$ cat config.mk
export PLATFORM = sky130hd
export DESIGN_NAME = cpu_bus_ctrl_flat
export DESIGN_NICKNAME = d
export VERILOG_FILES = /design/src/rtl/cpu_bus_ctrl_if.sv /design/src/rtl/cpu_bus_ctrl.sv /design/src/flat_wrapper.sv
export SDC_FILE = /design/constraint.sdc
export NUM_CORES = 1
export LEC_CHECK = 0
export CAP_MARGIN = 20
export CORE_MARGIN = 10
export CORE_UTILIZATION = 46
export CTS_CLUSTER_DIAMETER = 80
export DETAILED_ROUTE_END_ITERATION = 8
export PLACE_DENSITY = 0.93
export SLEW_MARGIN = 20
export SYNTH_ARGS = -nofsm -noshare
export SYNTH_HDL_FRONTEND = slang
export SYNTH_SLANG_ARGS = --single-unit
export TNS_END_PERCENT = 10
$ cat constraint.sdc
create_clock -name i_clk -period 6.53 [get_ports i_clk]
set_input_delay 0.653 -clock i_clk [delete_from_list [all_inputs] [get_ports i_clk]]
set_output_delay 0.653 -clock i_clk [all_outputs]
set_load 0.02 [all_outputs]
$ cat src/rtl/cpu_bus_ctrl_if.sv
// rtl/cpu_bus_ctrl_if.sv - CPU native bus bundle between the core and cpu_bus_ctrl
//
// Signals:
//   i_bus_req    request, held high by the CPU until o_bus_ready is seen
//   i_bus_we     1=write, 0=read
//   i_bus_addr   byte address
//   i_bus_wdata  write data, only [7:0] carries the byte
//   o_bus_rdata  read data, {24'b0, byte}
//   o_bus_ready  transfer complete
// Modports: master = CPU side, slave = controller side.
interface cpu_bus_ctrl_if;
    logic        i_bus_req;
    logic        i_bus_we;
    logic [31:0] i_bus_addr;
    logic [31:0] i_bus_wdata;
    logic [31:0] o_bus_rdata;
    logic        o_bus_ready;

    modport master (
        output i_bus_req,
        output i_bus_we,
        output i_bus_addr,
        output i_bus_wdata,
        input  o_bus_rdata,
        input  o_bus_ready
    );

    modport slave (
        input  i_bus_req,
        input  i_bus_we,
        input  i_bus_addr,
        input  i_bus_wdata,
        output o_bus_rdata,
        output o_bus_ready
    );
endinterface

$ cat src/rtl/cpu_bus_ctrl.sv
// rtl/cpu_bus_ctrl.sv - CPU bus slave decoding to async SRAM, I/O window or unmapped space
//
// Ports:
//   i_clk, i_rst        clock, asynchronous active-high reset
//   bus                 CPU bus (cpu_bus_ctrl_if.slave), four-phase req/ready handshake
//   o_sram_addr         19-bit SRAM address
//   o_sram_wdata        SRAM write byte, o_sram_wdata_oe enables the data pin drivers
//   i_sram_rdata        SRAM read byte
//   o_sram_ce_n/oe_n/we_n  active-low SRAM controls
//   o_io_stb            one-cycle I/O request strobe
//   o_io_we/addr/wdata  I/O qualifiers, held for the whole I/O transfer
//   i_io_ack/i_io_rdata I/O completion with read byte in the same cycle
//   o_fault_cnt         saturating count of I/O timeouts and unmapped accesses
module cpu_bus_ctrl #(
    parameter int unsigned SRAM_WAIT     = 2,
    parameter logic [15:0] IO_PAGE       = 16'h0100,
    parameter int unsigned IO_TIMEOUT    = 255,
    parameter logic [7:0]  UNMAPPED_DATA = 8'hFF
) (
    input  logic                i_clk,
    input  logic                i_rst,
    cpu_bus_ctrl_if.slave       bus,
    output logic [18:0]         o_sram_addr,
    output logic [7:0]          o_sram_wdata,
    output logic                o_sram_wdata_oe,
    input  logic [7:0]          i_sram_rdata,
    output logic                o_sram_ce_n,
    output logic                o_sram_oe_n,
    output logic                o_sram_we_n,
    output logic                o_io_stb,
    output logic                o_io_we,
    output logic [15:0]         o_io_addr,
    output logic [7:0]          o_io_wdata,
    input  logic                i_io_ack,
    input  logic [7:0]          i_io_rdata,
    output logic [7:0]          o_fault_cnt
);

    typedef enum logic [2:0] {
        S_IDLE,
        S_SRAM_SETUP,
        S_SRAM_ACCESS,
        S_IO_REQ,
        S_IO_WAIT,
        S_UNMAP,
        S_RESP
    } state_t;

    typedef enum logic [1:0] {
        R_SRAM,
        R_IO,
        R_UNMAP
    } region_t;

    // Last IO_WAIT cycle index; IO_WAIT runs for IO_TIMEOUT cycles at most.
    localparam logic [7:0] IO_LAST   = 8'(IO_TIMEOUT - 1);
    localparam logic [3:0] SRAM_LOAD = 4'(SRAM_WAIT);

    state_t      state;
    state_t      state_nxt;
    region_t     req_region;
    region_t     region_q;
    logic        we_q;
    logic [3:0]  sram_cnt;
    logic [7:0]  io_cnt;
    logic [7:0]  rdata_q;

    logic        accept;
    logic        sram_done;
    logic        io_ack_hit;
    logic        io_timeout;
    logic        release_bus;
    logic        fault_evt;

    logic        unused_wdata_hi;
    assign unused_wdata_hi = ^bus.i_bus_wdata[31:8];

    // Decode on the address presented in IDLE; it is the same value that gets latched.
    always_comb begin
        if (bus.i_bus_addr[31:19] == 13'd0) begin
            req_region = R_SRAM;
        end else if (bus.i_bus_addr[31:16] == IO_PAGE) begin
            req_region = R_IO;
        end else begin
            req_region = R_UNMAP;
        end
    end

    assign accept      = (state == S_IDLE) && bus.i_bus_req;
    assign sram_done   = (state == S_SRAM_ACCESS) && (sram_cnt == 4'd0);
    assign io_ack_hit  = (state == S_IO_WAIT) && i_io_ack;
    // An ack in the final wait cycle wins over the timeout.
    assign io_timeout  = (state == S_IO_WAIT) && !i_io_ack && (io_cnt == IO_LAST);
    assign release_bus = (state == S_RESP) && !bus.i_bus_req;
    assign fault_evt   = (state == S_UNMAP) || io_timeout;

    // State register
    always_ff @(posedge i_clk or posedge i_rst) begin
        if (i_rst) begin
            state <= S_IDLE;
        end else begin
            state <= state_nxt;
        end
    end

    // Next-state logic
    always_comb begin
        state_nxt = state;
        case (state)
            S_IDLE: begin
                if (bus.i_bus_req) begin
                    case (req_region)
                        R_SRAM:  state_nxt = S_SRAM_SETUP;
                        R_IO:    state_nxt = S_IO_REQ;
                        default: state_nxt = S_UNMAP;
                    endcase
                end
            end
            S_SRAM_SETUP:  state_nxt = S_SRAM_ACCESS;
            S_SRAM_ACCESS: if (sram_cnt == 4'd0) state_nxt = S_RESP;
            S_IO_REQ:      state_nxt = S_IO_WAIT;
            S_IO_WAIT:     if (i_io_ack || (io_cnt == IO_LAST)) state_nxt = S_RESP;
            S_UNMAP:       state_nxt = S_RESP;
            S_RESP:        if (!bus.i_bus_req) state_nxt = S_IDLE;
            default:       state_nxt = S_IDLE;
        endcase
    end

    // Outputs decoded from state, so an asynchronous reset releases the SRAM at once.
    always_comb begin
        o_sram_ce_n     = 1'b1;
        o_sram_oe_n     = 1'b1;
        o_sram_we_n     = 1'b1;
        o_sram_wdata_oe = 1'b0;
        o_io_stb        = 1'b0;
        bus.o_bus_ready = 1'b0;
        case (state)
            S_SRAM_SETUP: begin
                o_sram_ce_n     = 1'b0;
                o_sram_oe_n     = we_q;
                o_sram_wdata_oe = we_q;
            end
            S_SRAM_ACCESS: begin
                o_sram_ce_n     = 1'b0;
                o_sram_oe_n     = we_q;
                o_sram_we_n     = !we_q;
                o_sram_wdata_oe = we_q;
            end
            S_IO_REQ: begin
                o_io_stb = 1'b1;
            end
            S_RESP: begin
                bus.o_bus_ready = 1'b1;
                // Keep driving the SRAM data pins through RESP for write hold time.
                o_sram_wdata_oe = we_q && (region_q == R_SRAM);
            end
            default: begin
            end
        endcase
    end

    assign bus.o_bus_rdata = {24'd0, rdata_q};

    // Datapath: request latch, counters, captured read byte, fault counter
    always_ff @(posedge i_clk or posedge i_rst) begin
        if (i_rst) begin
            we_q         <= 1'b0;
            region_q     <= R_UNMAP;
            o_sram_addr  <= 19'd0;
            o_sram_wdata <= 8'd0;
            o_io_we      <= 1'b0;
            o_io_addr    <= 16'd0;
            o_io_wdata   <= 8'd0;
            sram_cnt     <= 4'd0;
            io_cnt       <= 8'd0;
            rdata_q      <= 8'd0;
            o_fault_cnt  <= 8'd0;
        end else begin
            if (accept) begin
                we_q     <= bus.i_bus_we;
                region_q <= req_region;
                if (req_region == R_SRAM) begin
                    o_sram_addr <= bus.i_bus_addr[18:0];
                    if (bus.i_bus_we) begin
                        o_sram_wdata <= bus.i_bus_wdata[7:0];
                    end
                end
                if (req_region == R_IO) begin
                    o_io_we    <= bus.i_bus_we;
                    o_io_addr  <= bus.i_bus_addr[15:0];
                    o_io_wdata <= bus.i_bus_wdata[7:0];
                end
            end else if (release_bus) begin
                o_io_we    <= 1'b0;
                o_io_addr  <= 16'd0;
                o_io_wdata <= 8'd0;
            end

            if (state == S_SRAM_SETUP) begin
                sram_cnt <= SRAM_LOAD;
            end else if ((state == S_SRAM_ACCESS) && (sram_cnt != 4'd0)) begin
                sram_cnt <= sram_cnt - 4'd1;
            end

            if (state == S_IO_REQ) begin
                io_cnt <= 8'd0;
            end else if (state == S_IO_WAIT) begin
                io_cnt <= io_cnt + 8'd1;
            end

            // Only reads update the returned byte; writes leave it as it was.
            if (!we_q) begin
                if (sram_done) begin
                    rdata_q <= i_sram_rdata;
                end else if (io_ack_hit) begin
                    rdata_q <= i_io_rdata;
                end else if (io_timeout || (state == S_UNMAP)) begin
                    rdata_q <= UNMAPPED_DATA;
                end
            end

            if (fault_evt && (o_fault_cnt != 8'hFF)) begin
                o_fault_cnt <= o_fault_cnt + 8'd1;
            end
        end
    end

endmodule
$ cat src/flat_wrapper.sv
// flat-port wrapper written by rule: the top's interface ports become plain ports
module cpu_bus_ctrl_flat 
#(
    parameter int unsigned SRAM_WAIT     = 2,
    parameter logic [15:0] IO_PAGE       = 16'h0100,
    parameter int unsigned IO_TIMEOUT    = 255,
    parameter logic [7:0]  UNMAPPED_DATA = 8'hFF
)
  (i_clk, i_rst, o_sram_addr, o_sram_wdata, o_sram_wdata_oe, i_sram_rdata, o_sram_ce_n, o_sram_oe_n, o_sram_we_n, o_io_stb, o_io_we, o_io_addr, o_io_wdata, i_io_ack, i_io_rdata, o_fault_cnt, bus_i_bus_req, bus_i_bus_we, bus_i_bus_addr, bus_i_bus_wdata, bus_o_bus_rdata, bus_o_bus_ready);
  cpu_bus_ctrl_if bus_i ();
  input  logic i_clk;
  input  logic i_rst;
  output logic [18:0] o_sram_addr;
  output logic [7:0] o_sram_wdata;
  output logic o_sram_wdata_oe;
  input  logic [7:0] i_sram_rdata;
  output logic o_sram_ce_n;
  output logic o_sram_oe_n;
  output logic o_sram_we_n;
  output logic o_io_stb;
  output logic o_io_we;
  output logic [15:0] o_io_addr;
  output logic [7:0] o_io_wdata;
  input  logic i_io_ack;
  input  logic [7:0] i_io_rdata;
  output logic [7:0] o_fault_cnt;
  input wire logic [$bits(bus_i.i_bus_req)-1:0] bus_i_bus_req;
  input wire logic [$bits(bus_i.i_bus_we)-1:0] bus_i_bus_we;
  input wire logic [$bits(bus_i.i_bus_addr)-1:0] bus_i_bus_addr;
  input wire logic [$bits(bus_i.i_bus_wdata)-1:0] bus_i_bus_wdata;
  output wire logic [$bits(bus_i.o_bus_rdata)-1:0] bus_o_bus_rdata;
  output wire logic [$bits(bus_i.o_bus_ready)-1:0] bus_o_bus_ready;
  assign bus_i.i_bus_req = bus_i_bus_req;
  assign bus_i.i_bus_we = bus_i_bus_we;
  assign bus_i.i_bus_addr = bus_i_bus_addr;
  assign bus_i.i_bus_wdata = bus_i_bus_wdata;
  assign bus_o_bus_rdata = bus_i.o_bus_rdata;
  assign bus_o_bus_ready = bus_i.o_bus_ready;
  cpu_bus_ctrl #(.SRAM_WAIT(SRAM_WAIT), .IO_PAGE(IO_PAGE), .IO_TIMEOUT(IO_TIMEOUT), .UNMAPPED_DATA(UNMAPPED_DATA)) u_core (.i_clk(i_clk), .i_rst(i_rst), .bus(bus_i), .o_sram_addr(o_sram_addr), .o_sram_wdata(o_sram_wdata), .o_sram_wdata_oe(o_sram_wdata_oe), .i_sram_rdata(i_sram_rdata), .o_sram_ce_n(o_sram_ce_n), .o_sram_oe_n(o_sram_oe_n), .o_sram_we_n(o_sram_we_n), .o_io_stb(o_io_stb), .o_io_we(o_io_we), .o_io_addr(o_io_addr), .o_io_wdata(o_io_wdata), .i_io_ack(i_io_ack), .i_io_rdata(i_io_rdata), .o_fault_cnt(o_fault_cnt));
endmodule
==> out/metrics.yaml, run 1 <==
clock_network:
  cts_buffers: 9
  post_cts_buffers: 0
  max-clock-path-buffers: 2
  clk_pin_slew_ns: 0.08
  cts.sinks: 86
  cts_hold_buf: 0
  htreeDepth: 3
  post_cts_resized: 0
  cts_tree: "built"
  clock_tree.root_cell: "clkbuf_8"
  clk_latency_ns: 0.36
finish:
  final_common_cell: "clkdlybuf4s50_1"
  final_area_um2: 5730
  drive_gt1_frac: 0.0945
  multi_input_area_um2: 1800
  final_cell_mix: "clkdlybuf4s50_1 (134), dfrtp_1 (85), nand2_1 (25), conb_1 (24), nor2_1 (20)"
  fillers: 674
  regArea_um2: 2150
  nNetsFinal: 593
  syn2layout_area_growth_pct: 36.8
  antenna_cells: 0
  final_cells: 616
sta:
  hold_viol_final: 0
  setup-violations-final: 0
  fin_tns_setup_ns: 0
  max_freq_ghz: 0.302
  slew_violations: 0
  relSlewSlack: 0.312
  finalCriticalPeriod_ns: 3.32
  clock_skew_ns: 0.0166
  worstMarginPinSlew_ns: 1.03
  period_share: 0.508
  rsz0062_at_grt: "false"
place:
  io_buffers: 134
  placedCellCount: 600
  place_hpwl_um: 8800
  place_area_um2: 5520
  gp_congestion: 0.779
synth:
  yosys_most_used_dff: "dfrtp_1"
  synth_cell_types: 57
  yosysSeqAreaShare: 0.514
  syn_inst: 372
  synth-edff-count: 0
  ys_seq_elements: 86
  yosys_warnings: 0
  synth_area_um2: 4190
  synthArstFlopShare: 1.00
  synth.avg_cell_area_um2: 11.3
grt:
  grt_pass1_wl_um: 18800
  grt.total_usage: 0.175
  grt-ovfl-total: 0
  grt_antenna_before_repair: 0
  grt_max_degree: 52
  grt_pass1_vias: 3585
setup_path:
  cpPeakStageDelay_ns: 0.66
  cp_top_family: "simple AND/OR/NAND/NOR gates"
  cp-start-kind: "flip-flop"
  critPathKind: "reg -> out"
  crit_arrival_ns: 2.66
  end_kind: "output port"
  path_cells: "nand3b_1, or3_1, a21boi_0, clkdlybuf4s50_1"
  cp_max_fo: 12
  crit_slowest_cell: "clkdlybuf4s50_1"
  worst-path-buf-inv: 1
  critical_path_required_ns: 5.88
  r2r_slack_ns: 3.95
outcome:
  outcome: "finished, final reports clean"
floorplanning:
  core_area_um2: 8810
  row_count: 34
  die_w_um: 115
  dieArea_um2: 13300
  pin_count: 183
  start_util: 0.476
  die_h_um: 115
detailed_routing:
  routedWlPerCell_um: 18.9
  vias: 3334
  drtAntennaViolNets: 0
  wirelength_um: 11600
  route.detailed.drc: 0
  drt_iter0_drc: 211
  drtPass1Iterations: 4
  via_per_inst: 5.41
power:
  comb_power_share: 0.322
  p_sw_frac: 0.359
  power_leakage_nw: 2.64
  ir_drop_mv: 0.117
  power_density_nw_per_um2: 272
  p_switching_mw: 0.559
  p_int_mw: 1.00
  seqPwrFrac: 0.429
  clockPowerShare: 0.250
run:
  cap_violations: 0
worst_hold_path:
  hp-class: "reg -> reg"
-- kinds of logic after synthesis --
| kind of cell | after synthesis | synth area share |
|---|---|---|
| adder cells (fa/ha/maj) | 5 | 0.0149 |
| other | 1 | 0.000895 |
| AO/OA/AOI/OAI | 64 | 0.115 |
| AND/OR/NAND/NOR | 112 | 0.145 |
| buffers and inverters | 58 | 0.0785 |
| flip-flops | 86 | 0.514 |
| XOR/XNOR | 9 | 0.0188 |
| multiplexers | 37 | 0.113 |
-- synth_stat cells (10+ instances only) --
master | n | area, µm²
inv_1 | 17 | 63.8
dfrtp_1 | 85 | 2130
nor3_1 | 13 | 65.1
nand3_1 | 16 | 80.1
mux2_4 | 18 | 270
nand2_1 | 25 | 93.8
buf_4 | 25 | 188
nor2_1 | 20 | 75.1
a22o_1 | 17 | 149
o21ai_0 | 10 | 50.1
mux2_1 | 11 | 124
clkbuf_1 | 11 | 41.3
-- power by group through the flow --
| stage | registers (mW) | clock network, mW | logic [mW] |
|---|---|---|---|
| floorplan | 0.679 | 0 | 0.300 |
| global placement | 0.669 | 0 | 0.483 |
| detailed placement | 0.677 | 0 | 0.500 |
| CTS | 0.667 | 0.398 | 0.504 |
| global route | 0.679 | 0.422 | 0.551 |
| finish | 0.669 | 0.389 | 0.501 |
-- state kept, by name (all words and copies together) (netlist names) --
| name | flops |
|---|---|
| u_core.o_sram_addr | 19 |
| u_core.o_io_addr | 16 |
| u_core.io_cnt | 8 |
| u_core.o_fault_cnt | 8 |
| u_core.o_io_wdata | 8 |
| u_core.o_sram_wdata | 8 |
| u_core.rdata_q | 8 |
| u_core.sram_cnt | 4 |
| u_core.state | 3 |
| u_core.region_q | 2 |
| u_core.o_io_we | 1 |
| u_core.we_q | 1 |
-- worst paths after layout --
path | startpoint | endpoint | cells after the start
min reg2reg | u_core.o_sram_addr[15] | u_core.o_sram_addr[15] | 1
max | u_core.state[0] | o_sram_wdata_oe | 4
min | u_core.o_sram_addr[15] | u_core.o_sram_addr[15] | 1
max in group asynchronous | i_rst | u_core.o_fault_cnt[0] | 3
max reg2reg | u_core.state[1] | u_core.o_sram_addr[14] | 5
min in group asynchronous | i_rst | u_core.o_sram_addr[0] | 2
-- area by class of cell --
cell class / instances / share of cell area
multi-input combinational: 251 / 0.314
clock inverter: 6 / 0.0120
timing repair buffer: 138 / 0.239
clock buffer: 10 / 0.0240
sequential: 86 / 0.376
inverter: 17 / 0.0113
tap: 108 / 0.0236
-- worst reg2reg max path, delay by kind of cell (launching register included) --
kind	cells	cell delay (ns)
DFF	1	0.52
muxes	1	0.49
and+or+nand+nor	3	1.22
buffers and inverters	1	0.23
-- through the flow --
| stage | utilization | setup WS (ns) | power, mW | hold WS [ns] |
|---|---|---|---|---|
| 6_report | 0.651 | 3.21 | 1.56 | 0.500 |
| 5_1_grt | 0.651 | 3.06 | 1.65 | 0.520 |
| 4_1_cts | 0.650 | 3.23 | 1.57 | 0.505 |
| 3_5_place_dp | 0.627 | 3.27 | 1.18 | 0.483 |
| 3_3_place_gp | 0.627 | 3.26 | 1.15 | 0.469 |
| 2_1_floorplan | - | 3.66 | 0.980 | 0.443 |
-- metal layers --
metal | global-route usage | share of wire
met3 | 0.0656 | 0.095
met5 | 0 | 0
met2 | 0.303 | 0.50
met1 | 0.191 | 0.38
met4 | 0.0633 | 0.018
No activity file was read; power rests on OpenSTA's default activity.
==> inputs of run 2 (changes only) <==
--- a/config.mk
+++ b/config.mk
@@ -7,10 +7,10 @@
 export LEC_CHECK = 0
 export CAP_MARGIN = 20
 export CORE_MARGIN = 10
-export CORE_UTILIZATION = 46
+export CORE_UTILIZATION = 42
 export CTS_CLUSTER_DIAMETER = 80
 export DETAILED_ROUTE_END_ITERATION = 8
-export PLACE_DENSITY = 0.93
+export PLACE_DENSITY = 0.86
 export SLEW_MARGIN = 20
 export SYNTH_ARGS = -nofsm -noshare
 export SYNTH_HDL_FRONTEND = slang
==> constraint.sdc (replaced) <==
create_clock -name i_clk -period 3.3 [get_ports i_clk]
set_input_delay 0.33 -clock i_clk [delete_from_list [all_inputs] [get_ports i_clk]]
set_output_delay 0.33 -clock i_clk [all_outputs]
set_load 0.02 [all_outputs]
==> out/metrics.yaml, run 2 (same netlist as run 1, synthesis figures left out) <==
detailed_routing:
  drt_iter0_drc: 193
  via_per_inst: 5.08
  drtPass1Iterations: 4
  wirelength_um: 11400
  vias: 3274
  routedWlPerCell_um: 17.6
  drtAntennaViolNets: 0
  route.detailed.drc: 0
floorplanning:
  die_w_um: 120
  pin_count: 183
  start_util: 0.431
  core_area_um2: 9730
  dieArea_um2: 14400
  row_count: 36
  die_h_um: 120
clock_network:
  clk_pin_slew_ns: 0.09
  cts_buffers: 9
  clock_tree.root_cell: "clkbuf_8"
  htreeDepth: 3
  post_cts_resized: 0
  cts.sinks: 86
  cts_tree: "built"
  clk_latency_ns: 0.35
  post_cts_buffers: 0
  max-clock-path-buffers: 2
  cts_hold_buf: 0
setup_path:
  path_cells: "nand3b_1, or3_1, a21boi_0, clkdlybuf4s50_1"
  cp-start-kind: "flip-flop"
  critical_path_required_ns: 2.97
  worst-path-buf-inv: 1
  end_kind: "output port"
  cp_max_fo: 12
  cp_top_family: "simple AND/OR/NAND/NOR gates"
  crit_slowest_cell: "clkdlybuf4s50_1"
  critPathKind: "reg -> out"
  r2r-start: "u_core.state[1]"
  cpPeakStageDelay_ns: 0.65
  crit_arrival_ns: 2.66
  critPathLaunch: "u_core.state[0]"
place:
  gp_congestion: 0.766
  io_buffers: 134
  pre_cts_ws_ns: 0.521
  place_hpwl_um: 8610
run:
  cap_violations: 0
sta:
  hold_viol_final: 0
  fin_tns_setup_ns: 0
  slew_violations: 0
  setup-violations-final: 0
  relSlewSlack: 0.285
  clock_skew_ns: 0.00960
  worst_slack_ns: 0.307
  worstMarginPinSlew_ns: 1.07
  period_share: 0.907
  rsz0062_at_grt: "false"
  finalCriticalPeriod_ns: 2.99
  max_freq_ghz: 0.334
power:
  power_density_nw_per_um2: 551
  power_leakage_nw: 2.66
  ir_drop_mv: 0.229
outcome:
  outcome: "finished, final reports clean"
grt:
  grt_pass1_wl_um: 18400
  grt-ovfl-total: 0
  grt_max_degree: 65
  grt.total_usage: 0.157
  grt_antenna_before_repair: 0
  grt_pass1_vias: 3463
finish:
  drive_gt1_frac: 0.0998
  antenna_cells: 0
  reg.largest.list: "u_core.o_sram_addr: 19 flops, u_core.o_io_addr: 16 flops"
  final_common_cell: "clkdlybuf4s50_1"
  final_cell_mix: "clkdlybuf4s50_1 (134), dfrtp_1 (85), nand2_1 (25), conb_1 (24), nor2_1 (20)"
  syn2layout_area_growth_pct: 38.9
  largest_reg_flops: 19
  nNetsFinal: 596
  top_register: "u_core.o_sram_addr"
worst_hold_path:
  hp-class: "in -> async"
run 2: final cells by class:
| cell class | instances | area, µm² |
|---|---|---|
| flip-flops and latches | 86 | 2150 |
| clock inverters | 6 | 109 |
| well taps | 133 | 166 |
| multi-input cells | 251 | 1800 |
| inverters | 17 | 66.3 |
| clock buffers | 10 | 138 |
| repair buffers | 141 | 1390 |
| fillers | 801 | 3910 |
run 2: metrics by stage:
stage	total power [mW]	instance area (µm²)	std cells	util	hold WS [ns]
3_5_place_dp	2.33	5570	628	0.573	0.476
2_1_floorplan	1.94	4280	395	-	0.443
4_1_cts	3.24	5820	644	0.598	0.497
6_report	3.21	5820	644	0.598	0.485
5_1_grt	3.41	5820	644	0.598	0.509
3_3_place_gp	2.28	5570	628	0.573	0.472
run 2: worst paths after layout:
kind / to / slack [ns] / cells after the start
max reg2reg: u_core.o_sram_addr[13] / 0.74 / 5
min in group i_clk: u_core.region_q[0] / 0.49 / 1
max: o_sram_wdata_oe / 0.31 / 4
min reg2reg: u_core.region_q[0] / 0.49 / 1
max in group asynchronous: u_core.state[1] / 2.12 / 3
min: u_core.o_sram_addr[4] / 0.48 / 2
run 2: worst register-to-register path, delay by kind of cell (launching register included):
kind / cells / cell delay [ns]
buffers and inverters: 1 / 0.22
flip-flops: 1 / 0.52
multiplexers: 1 / 0.50
AND/OR/NAND/NOR: 3 / 1.20
run 2: layer usage:
metal,vias up,track usage,wire (µm)
met4,0,0.0588,134
met1,1581,0.173,4500
met5,-,0,0
met3,12,0.0699,1100
li1,1555,-,-
met2,126,0.263,5620
run 2: power by group:
part / internal [mW] / total (mW) / switching [mW]
logic: 0.428 / 0.985 / 0.557
registers: 1.18 / 1.32 / 0.143
clock network: 0.522 / 0.902 / 0.380
==> edit: new RTL, flow settings as in run 2 <==
Re-encode `region_t` (3 values) as one-hot, 3 bits wide.
--- a/src/rtl/cpu_bus_ctrl.sv
+++ b/src/rtl/cpu_bus_ctrl.sv
@@ -46,10 +46,10 @@
         S_RESP
     } state_t;
 
-    typedef enum logic [1:0] {
-        R_SRAM,
-        R_IO,
-        R_UNMAP
+    typedef enum logic [2:0] {
+        R_SRAM  = 3'b001,
+        R_IO    = 3'b010,
+        R_UNMAP = 3'b100
     } region_t;
 
     // Last IO_WAIT cycle index; IO_WAIT runs for IO_TIMEOUT cycles at most.
Function: same outputs for any inputs over 4 cycles, from zero or initial values and one cycle with i_rst high; so few cycles prove little.
==> edit against run 2 <==
Combinational power up 15%; count of clock-buffer cells in the layout up 1; setup slack better by 340 ps; total power up 7.4%; sequential cell count up 1; critical path type unchanged; critical path depth unchanged; cell count up 5.6%; highest routed layer unchanged; core utilization down 1.3 points; routed wire length up 3.1%; design area up 2.5%; synthesized area up 3.5%; register-to-register slack worse by 40 ps; clock skew down 2.6 ps; clock power about the same.
==> edit: results (changes against run 2) <==
Status
  – Status: finished clean

CTS
  – Post-CTS Hold Buffers: 0 (unchanged)
  – Post-CTS setup buffers: 0 (unchanged)
  – Worst-path clk slew: 80 ps
  – H-tree levels: 3 (unchanged)

Layout
  – Ant. Diodes: 0 (unchanged)
  – Largest registers: u_core.o_sram_addr: 19 flops, u_core.o_io_addr: 16 flops
  – Count of nets after finishing: 629 (+5.5%)
  – Layout filler cell count: 875 (+9.2%)
  – Layout cells sized above 1: 11.03% (+1.0 points)

Power and ir drop
  – Peak VDD IR: 0.0003007 V (+31%)
  – Static Leak: 2.586 nW (-2.7%)

Worst hold path
  – Hold Crit Class: in -> async

Drt
  – Iter 0 DRT Violations: 182 (-5.7%)
  – Routed wire length: 11710 microns (+3.1%)
  – Via density: 5.091 (+0.14%)

Worst setup path
  – Worst setup path start: u_core.state[0]
  – R2R Setup Slk: 700 ps (-40 ps)
  – Crit Reg-Reg Endpoint: u_core.o_sram_addr[10]
  – Maximum fanout along the worst path: 20 (+8)
  – CP Data Arrival Time: 2320 ps (-340 ps)
  – Delay-heaviest family, CP: buffers and inverters
  – Reg2reg path depth: 5 (unchanged)

GRT
  – Number of global-route vias before repair: 3712 (+7.2%)
  – Initial antenna violation count: 0 (unchanged)
  – Total GRT Usage: 15.53% (-0.20 points)
  – First-pass GRT wire length: 18710 microns (+1.4%)
  – Largest net degree at the start of global routing: 61 (-6.2%)

Synth
  – Synth top area cells: dfrtp_1 50%, mux2i_1 6.2%, nand2_1 5.7%, mux2_2 5.2%, buf_4 4.3%
  – Netlist cell types: 55 (-3.5%)
  – Asr flop ratio synth: 100.0% (unchanged)
  – Seq/Total Area, Yosys: 50.20% (-1.2 points)
  – Post-synth top cells: 86 x dfrtp_1, 66 x nand2_1, 27 x mux2i_1
  – Most used DFF post-synth: dfrtp_1

Timing
  – Worst Clk Skew: 6.958 ps (-2.642 ps)
  – Actual slew at the worst max-slew pin: 949.8 ps (-123.3 ps)

Placement
  – Gp weighted congestion: 0.7363 (-3.9%)
  – DP Wirelength: 9046 microns (+5.1%)

Flow run
  – Maxcap violations: 0 (unchanged)
edit: cell count changes after synthesis, moves of 10 or more:
cell,run 2,this run
nand2_1,25,66
mux2_2,0,20
mux2i_1,8,27
a22o_1,17,0
o211ai_1,2,15
mux2_1,11,0
mux2_4,18,8
nor2_1,20,10
edit: worst max path at each step:
stage                                        end  slack [ps]  cells past startpoint
after CTS                        o_sram_wdata_oe         620                      4
after global routing             o_sram_wdata_oe         490                      4
after floorplan                 u_core.io_cnt[0]         720                      1
after global placement     u_core.o_sram_addr[6]         730                      5
after detailed placement  u_core.o_sram_addr[17]         650                      5
final                            o_sram_wdata_oe         650                      4
edit: cell families (layout without fill, tap and decap cells):
logic type / after synthesis / count (layout) / share of synthesized area (%)
xor gates and xnor gates: 8 / 8 / 1.615
buffers and inverters: 63 / 179 / 8.074
AOI/OAI and AO/OA: 62 / 62 / 9.747
and+or+nand+nor: 124 / 124 / 14.65
muxes: 55 / 55 / 14.19
other: 1 / 24 / 0.08642
adders and majority gates: 5 / 5 / 1.442
DFF: 87 / 87 / 50.20
edit: through the flow:
| step | area [sq um] | cells | hold slack, ps | setup slack, ps |
|---|---|---|---|---|
| after floorplan | 4425 | 428 | 446.6 | 721.5 |
| after global placement | 5715 | 664 | 461.1 | 734.3 |
| after detailed placement | 5715 | 664 | 463.2 | 650.9 |
| after CTS | 5963 | 680 | 484.9 | 621.8 |
| after global routing | 5964 | 680 | 513.8 | 488.5 |
| final | 5964 | 680 | 458.9 | 648.5 |
edit: layer usage:
layer,up-vias,track usage (%),wire (microns)
met5,-,0,0
met4,0,6.557,272
met3,18,5.689,1042
met2,121,27.00,5895
met1,1688,16.70,4501
li1,1635,-,-
edit: cell type report:
cell class	instances	share of cell area, %
clock inverter	5	1.783
multi-input combinational	278	31.80
sequential	87	36.52
inverter	24	1.552
tap	136	2.853
timing repair buffer	139	23.12
clock buffer	11	2.370
edit: power breakdown:
| group | leakage [nW] | internal (mW) | switching (mW) | total (mW) |
|---|---|---|---|---|
| Combinational | 1.34 | 0.497 | 0.636 | 1.13 |
| Clock | 0.120 | 0.525 | 0.377 | 0.903 |
| Sequential | 1.13 | 1.21 | 0.193 | 1.41 |
